==> config.mk <==
export PLATFORM = sky130hd
export DESIGN_NAME = cls_pwm_channel_bank
export DESIGN_NICKNAME = d
export VERILOG_FILES = /design/src/rtl/cls_pwm_channel_bank.sv
export SDC_FILE = /design/constraint.sdc
export NUM_CORES = 1
export LEC_CHECK = 0
export ABC_CLOCK_PERIOD_IN_PS = 3500
export CAP_MARGIN = 20
export CORE_UTILIZATION = 35
export DETAILED_ROUTE_END_ITERATION = 12
export DONT_BUFFER_PORTS = 1
export PLACE_DENSITY_LB_ADDON = 0.25
export SLEW_MARGIN = 5
export SYNTH_ARGS = -nofsm -noshare
export SYNTH_HDL_FRONTEND = slang
export SYNTH_SLANG_ARGS = --single-unit
==> constraint.sdc <==
create_clock -name CLK -period 3.5 [get_ports CLK]
set_input_delay 0.525 -clock CLK [delete_from_list [all_inputs] [get_ports CLK]]
set_output_delay 0.525 -clock CLK [all_outputs]
set_load 0.02 [all_outputs]
==> src/rtl/cls_pwm_channel_bank.sv <==
// cls_pwm_channel_bank: bank of tick-driven PWM channels with double-buffered duty,
// per-channel enable/inversion and optional phase staggering.
module cls_pwm_channel_bank #(
  parameter int CHANNELS = 8,
  parameter int PERIOD_TICKS = 100,
  parameter int DUTY_WIDTH = 7,
  parameter int PHASE_STAGGER = 0,
  parameter logic [CHANNELS-1:0] OUT_INVERT = '0,
  localparam int CH_W = $clog2(CHANNELS) + 1,
  localparam int CNT_W = $clog2(PERIOD_TICKS)
) (
  input  logic                  CLK,
  input  logic                  RESET_N,
  input  logic                  PWM_INTERVAL_TICK,
  input  logic [CHANNELS-1:0]   CH_ENABLE,
  input  logic                  DUTY_WR_EN,
  input  logic [CH_W-1:0]       DUTY_WR_CH,
  input  logic [DUTY_WIDTH-1:0] DUTY_WR_VAL,
  output logic                  DUTY_WR_ERR,
  output logic [CHANNELS-1:0]   UPDATE_PENDING,
  output logic                  PERIOD_START,
  output logic [CHANNELS-1:0]   PWM_OUT
);
  localparam int PW = CNT_W + 1;
  localparam int STEP = PHASE_STAGGER != 0 ? PERIOD_TICKS / CHANNELS : 0;
  logic [CNT_W-1:0] cnt_q, cnt_d;
  logic [CHANNELS-1:0][DUTY_WIDTH-1:0] act_q, act_d, sh_q, sh_d;
  logic [CHANNELS-1:0] pend_q, pend_d, pwm_q, pwm_d;
  logic err_q, err_d, ps_q, ps_d;
  logic wrap, wr_ok;
  logic [PW-1:0] ph;
  always_comb begin
    wrap = PWM_INTERVAL_TICK && cnt_q == CNT_W'(PERIOD_TICKS - 1);
    wr_ok = DUTY_WR_EN && DUTY_WR_CH < CH_W'(CHANNELS);
    cnt_d = wrap ? '0 : cnt_q + CNT_W'(PWM_INTERVAL_TICK);
    ps_d = wrap;
    err_d = DUTY_WR_EN && !wr_ok;
    act_d = act_q;
    sh_d = sh_q;
    pend_d = pend_q;
    pwm_d = '0;
    ph = '0;
    for (int i = 0; i < CHANNELS; i++) begin
      // boundary consumes the old shadow; a same-edge write re-arms pending
      if (wrap && pend_q[i]) begin
        act_d[i] = sh_q[i];
        pend_d[i] = 1'b0;
      end
      if (wr_ok && DUTY_WR_CH == CH_W'(i)) begin
        sh_d[i] = DUTY_WR_VAL;
        pend_d[i] = 1'b1;
      end
      ph = {1'b0, cnt_q} + PW'(i * STEP);
      ph = ph >= PW'(PERIOD_TICKS) ? ph - PW'(PERIOD_TICKS) : ph;
      pwm_d[i] = CH_ENABLE[i] & (({{DUTY_WIDTH{1'b0}}, ph} < {{PW{1'b0}}, act_q[i]}) ^ OUT_INVERT[i]);
    end
  end
  always_ff @(posedge CLK or negedge RESET_N) begin
    if (!RESET_N) begin
      cnt_q <= '0;
      act_q <= '0;
      sh_q <= '0;
      pend_q <= '0;
      pwm_q <= '0;
      err_q <= 1'b0;
      ps_q <= 1'b0;
    end else begin
      cnt_q <= cnt_d;
      act_q <= act_d;
      sh_q <= sh_d;
      pend_q <= pend_d;
      pwm_q <= pwm_d;
      err_q <= err_d;
      ps_q <= ps_d;
    end
  end
  assign DUTY_WR_ERR = err_q;
  assign UPDATE_PENDING = pend_q;
  assign PERIOD_START = ps_q;
  assign PWM_OUT = pwm_q;
endmodule
; Yosys cells after proc, flatten, opt, wreduce, memory -nomap -nowiden
; Index checks and enable logic that the tools add are counted.
[totals]
reg_bits = 137
in_bits = 23
out_inout_bits = 18
wordCells = 103
[op_classes]
add_sub_neg = 2
magnitude_cmp = 10
eq_ne = 8
n_mux = 18
bitwise_logic = 8
reduce_logical = 29
[ops]
columns = cell, count
row1 = less-than comparator 8 x 7 -> 1 bit, 8
row2 = logical AND 1 bit, 19
row3 = equality test 4 x 3 -> 1 bit (second input constant), 4
row4 = 2-to-1 mux 1 bit, 16
row5 = nonzero test 2 bit, 8
row6 = bitwise AND 1 bit, 8
row7 = equality test 4 x 2 -> 1 bit (second input constant), 2
row8 = 2-to-1 mux 8 bit, 1
row9 = subtractor 7 x 7 -> 8 bit (second input constant), 1
row10 = adder 7 x 1 -> 7 bit, 1
row11 = equality test 7 bit (second input constant), 1
row12 = greater-or-equal comparator 7 bit (second input constant), 1
row13 = 2-to-1 mux 7 bit, 1
row14 = equality test 4 x 1 -> 1 bit (second input constant), 1
row15 = zero test 4 bit, 1
row16 = less-than comparator 4 bit (second input constant), 1
row17 = zero test 1 bit, 1

; Logic depth before layout (Yosys ltp)
[logic_depth]
ltp_word = 5
depth_mapped = 9

; Worst setup path before layout
; OpenSTA, ideal clock, no wires.
[synth_path]
kind = reg-to-reg
from = register cnt_q[3]
to = register pwm_q[3], in the netlist PWM_OUT[3]
t_arrival_ns = 2.617
t_required_ns = 3.401
setup_slack_ns = 0.784
path_stages_with_launch = 10
path_buffers = 0
synth_period_minus_slack_ns = 2.716
cell_sequence = dfrtp_1 -> inv_1 -> ha_1 -> or3b_2 -> a31oi_1 -> a21boi_0 -> ha_1 -> a21oi_1 -> o2111ai_1 -> a311oi_1
[synth_via]
elab_chain_cells = 4
word_cells_on_any_way = 5
[synth_rtl]
columns = item, line
row1 = "start, declared", 26  ; logic [CNT_W-1:0] cnt_q, cnt_d;
row2 = "start signal, assigned", 68  ; cnt_q <= cnt_d;
row3 = subtractor 7 x 7 -> 8 bit / greater-or-equal comparator 7 bit (equally long branches), 54  ; ph = ph >= PW'(PERIOD_TICKS) ? ph - PW'(PERIOD_TICKS) : ph;
row4 = 2-to-1 mux 8 bit *, 54
row5 = less-than comparator 8 x 7 -> 1 bit *, 55  ; pwm_d[i] = CH_ENABLE[i] & (({{DUTY_WIDTH{1'b0}}, ph} < {{PW{1'b0}}, act_q[i]}) ^ OUT_INVERT[i]);
row6 = bitwise AND 1 bit *, 55
row7 = net pwm_d[3], 28  ; logic [CHANNELS-1:0] pend_q, pend_d, pwm_q, pwm_d;
row8 = "end signal, assigned", 72  ; pwm_q <= pwm_d;
row9 = "end, declared", 28
; Mark *: on every way through the listed nets, which the timed path passes. The rest lies on a longest branch.
; A chain may end at the register's enable or synchronous reset.

; Worst setup path after layout
[layout_path]
from = register cnt_q[3]
to = register pwm_q[6], in the netlist PWM_OUT[6]
; Same word-level chain as after synthesis.

==> flow_summary.toml <==
[layout]
nets = 619
drive_gt1_share_pct = 29.35
antenna_cells = 0
area_delta_synth_final_pct = 12.66

[floorplan]
die_y_um = 139.7
rows = 49
start_util_pct = 36.30
coreArea_sq_mm = 0.01827
die_w_um = 139.7
num_io_pins = 41
die-area_sq_mm = 0.01950

[timing]
holdWs_ps = -190.8
fin_tns_setup_ps = 0
maxSlewViolCount = 0
slew-limit-headroom_pct = 44.09
worst_pin_slew_ps = 832.6
rsz0062_at_grt = "false"
max_freq_ghz = 0.3102
finalCriticalPeriod_ps = 3224
hold_viol = 137
post-route-period-util_pct = 92.11
finalSetupViolations = 0
finClkSkew_ps = 8.246

[pwr]
power.density_mw_per_mm2 = 698.1
ir_drop_mv = 0.2342
leakage_nw = 3.455
power.total_w = 0.005216

[grt]
antenna_found_initial = 1
grtUsageTotal_pct = 16.44
grt_max_degree = 138
overflow = 0
grt_pass1_vias = 4212
grt_pass1_wl_um = 23580

[detailed_routing]
drt_iter0_markers = 334
drc = 0
wire_per_inst_um = 19.28
ant_nets = 0
routed_wl_um = 15060
firstDrtPassIters = 4
vias = 4003
viasPerCell = 5.125

[clock_network]
post_cts_resize_count = 0
cts_buffers = 17
cts.path.max_buffers = 2
path_clk_slew_ps = 50
cts_max_level = 4
clkSinkCount = 137
cts_root_buf = "clkbuf_16"
cts_setup_buffers = 0
cts_tree = "built"
clk_latency_ps = 410

[place]
gp_congestion = 0.8796
io_buffers = 0
dp_hpwl_um = 10350

[min_path]
hold_path_class = "input port to asynchronous set/reset pin"

[critical_path]
cp_max_fo = 5
arrival_ps = 3520
crit_path_end_kind = "flip-flop"
criticalPathCategory = "flip-flop to flip-flop"
worstPathRequired_ps = 3790
cp-start-kind = "flip-flop"

[yosys]
synth_cells = 518
syn_area_per_cell_sq_um = 12.80
synthArstFlopShare_pct = 100.0
syn_nets = 595
netlist.area_leader.share_pct = 51.69
syn_area_sq_mm = 0.006633
synth_ff_type = "dfrtp_1"
synth-edff-count = 0
synth_area_leaders = "dfrtp_1 52%, mux2_2 18%, ha_1 10%"
yosys.area.top_type = "dfrtp_1"
ys_ff_latch = 137
synth_warnings = 0
ys_seq_area_share_pct = 51.69
ys_types = 42

[outcome]
status = "finished with violations"
violations = "hold timing"

[flow_run]
max_cap_violations = 0
## Yosys cell counts, types with 5 or more instances
cell type,number
mux2_4,7
o21ai_0,13
inv_1,76
o2111ai_1,8
a311oi_1,8
nand2_1,14
nand4_1,9
nor2_1,5
a21oi_1,17
and3_1,8
nor3_4,5
ha_1,54
mux2_2,105
nor2b_1,5
dfrtp_1,137
## registers in the layout (all words and copies together) (netlist names)
signal          count
act_q              56
PWM_OUT             8
sh_q               56
cnt_q               7
DUTY_WR_ERR         1
PERIOD_START        1
UPDATE_PENDING      8
## final cells by class
cell class / instances / area (sq um)
Inverter: 76 / 285.3
Multi-Input combinational cell: 300 / 2892
Fill cell: 1685 / 10800
Sequential cell: 137 / 3428
Clock buffer: 25 / 485.5
Tap cell: 229 / 286.5
Clock inverter: 4 / 20.02
Timing Repair Buffer: 10 / 75.07
## worst max-delay path, stage by stage, from the launching register on
cell      delay, ps
dfrtp_1         400
inv_1           180
ha_1            170
or3b_2          490
a31oi_1         370
xnor2_1         430
buf_4           280
ha_1            240
a21oi_1         150
o21ai_0         100
a311oi_1        310
## layer usage
metal  share of wire (%)  GRT usage [%]  up-vias
li1                    -              -     1871
met1                  50          22.91     2035
met2                  44          24.17       80
met3                 4.9          4.267       17
met4                 1.4          6.825        0
met5                   0              0        -
## cells in the final DEF (no fill, tap or decap), types with 4 or more instances in the layout
cell type,instances
nand2_1,14
o21ai_0,13
ha_1,54
o2111ai_1,8
nand4_1,9
nand3b_1,4
clkbuf_16,17
clkbuf_1,5
xnor2_1,4
a311oi_1,8
clkinv_2,4
mux2_2,105
a21oi_1,17
dfrtp_1,137
nor3_4,5
nor2b_1,5
mux2_4,7
and3_1,8
nor2_1,5
or3_1,4
buf_4,10
inv_1,76
## logic make-up after synthesis
| kind of cell | after synthesis | share of synthesized area (%) |
|---|---|---|
| AOI/OAI and AO/OA | 55 | 5.414 |
| adders and majority gates | 54 | 10.19 |
| xor gates and xnor gates | 5 | 0.6602 |
| buffers and inverters | 81 | 4.791 |
| muxes | 113 | 19.56 |
| DFF | 137 | 51.69 |
| and+or+nand+nor | 73 | 7.697 |
## report_power, final
part	switching, W	internal, W	total, W
logic	0.000849	0.000730	0.00158
clock network	0.000615	0.000944	0.00156
registers	0.000224	0.00185	0.00208
total	0.00169	0.00353	0.00522
## metrics by stage
stage          hold slack (ps)  std cells  instance area (sq um)  worst slack (ps)  util (%)
2_1_floorplan            229.4        518                   6633             783.5         -
3_3_place_gp             233.3        751                   6959             438.1     38.09
3_5_place_dp             235.0        751                   6959             288.4     38.09
4_1_cts                 -206.4        780                   7465             277.6     40.86
5_1_grt                 -209.8        781                   7472             62.04     40.90
6_report                -190.8        781                   7472             276.2     40.90
## worst paths after layout
kind                                      start               endpoint  slack (ps)  cells past startpoint
hold reg to reg            sh_q[29]$_DFFE_PN0P_  act_q[29]$_DFFE_PN0P_         500                      1
setup reg to reg             cnt_q[3]$_DFF_PN0_   PWM_OUT[6]$_DFF_PN0_         280                     10
setup / recovery             cnt_q[3]$_DFF_PN0_   PWM_OUT[6]$_DFF_PN0_         280                     10
hold / removal                          RESET_N   act_q[6]$_DFFE_PN0P_        -190                      0
min in group CLK                     DUTY_WR_EN  DUTY_WR_ERR$_DFF_PN0_         240                      1
max in group asynchronous               RESET_N  act_q[55]$_DFFE_PN0P_        3460                      0
(Power assumes the default switching activity.)
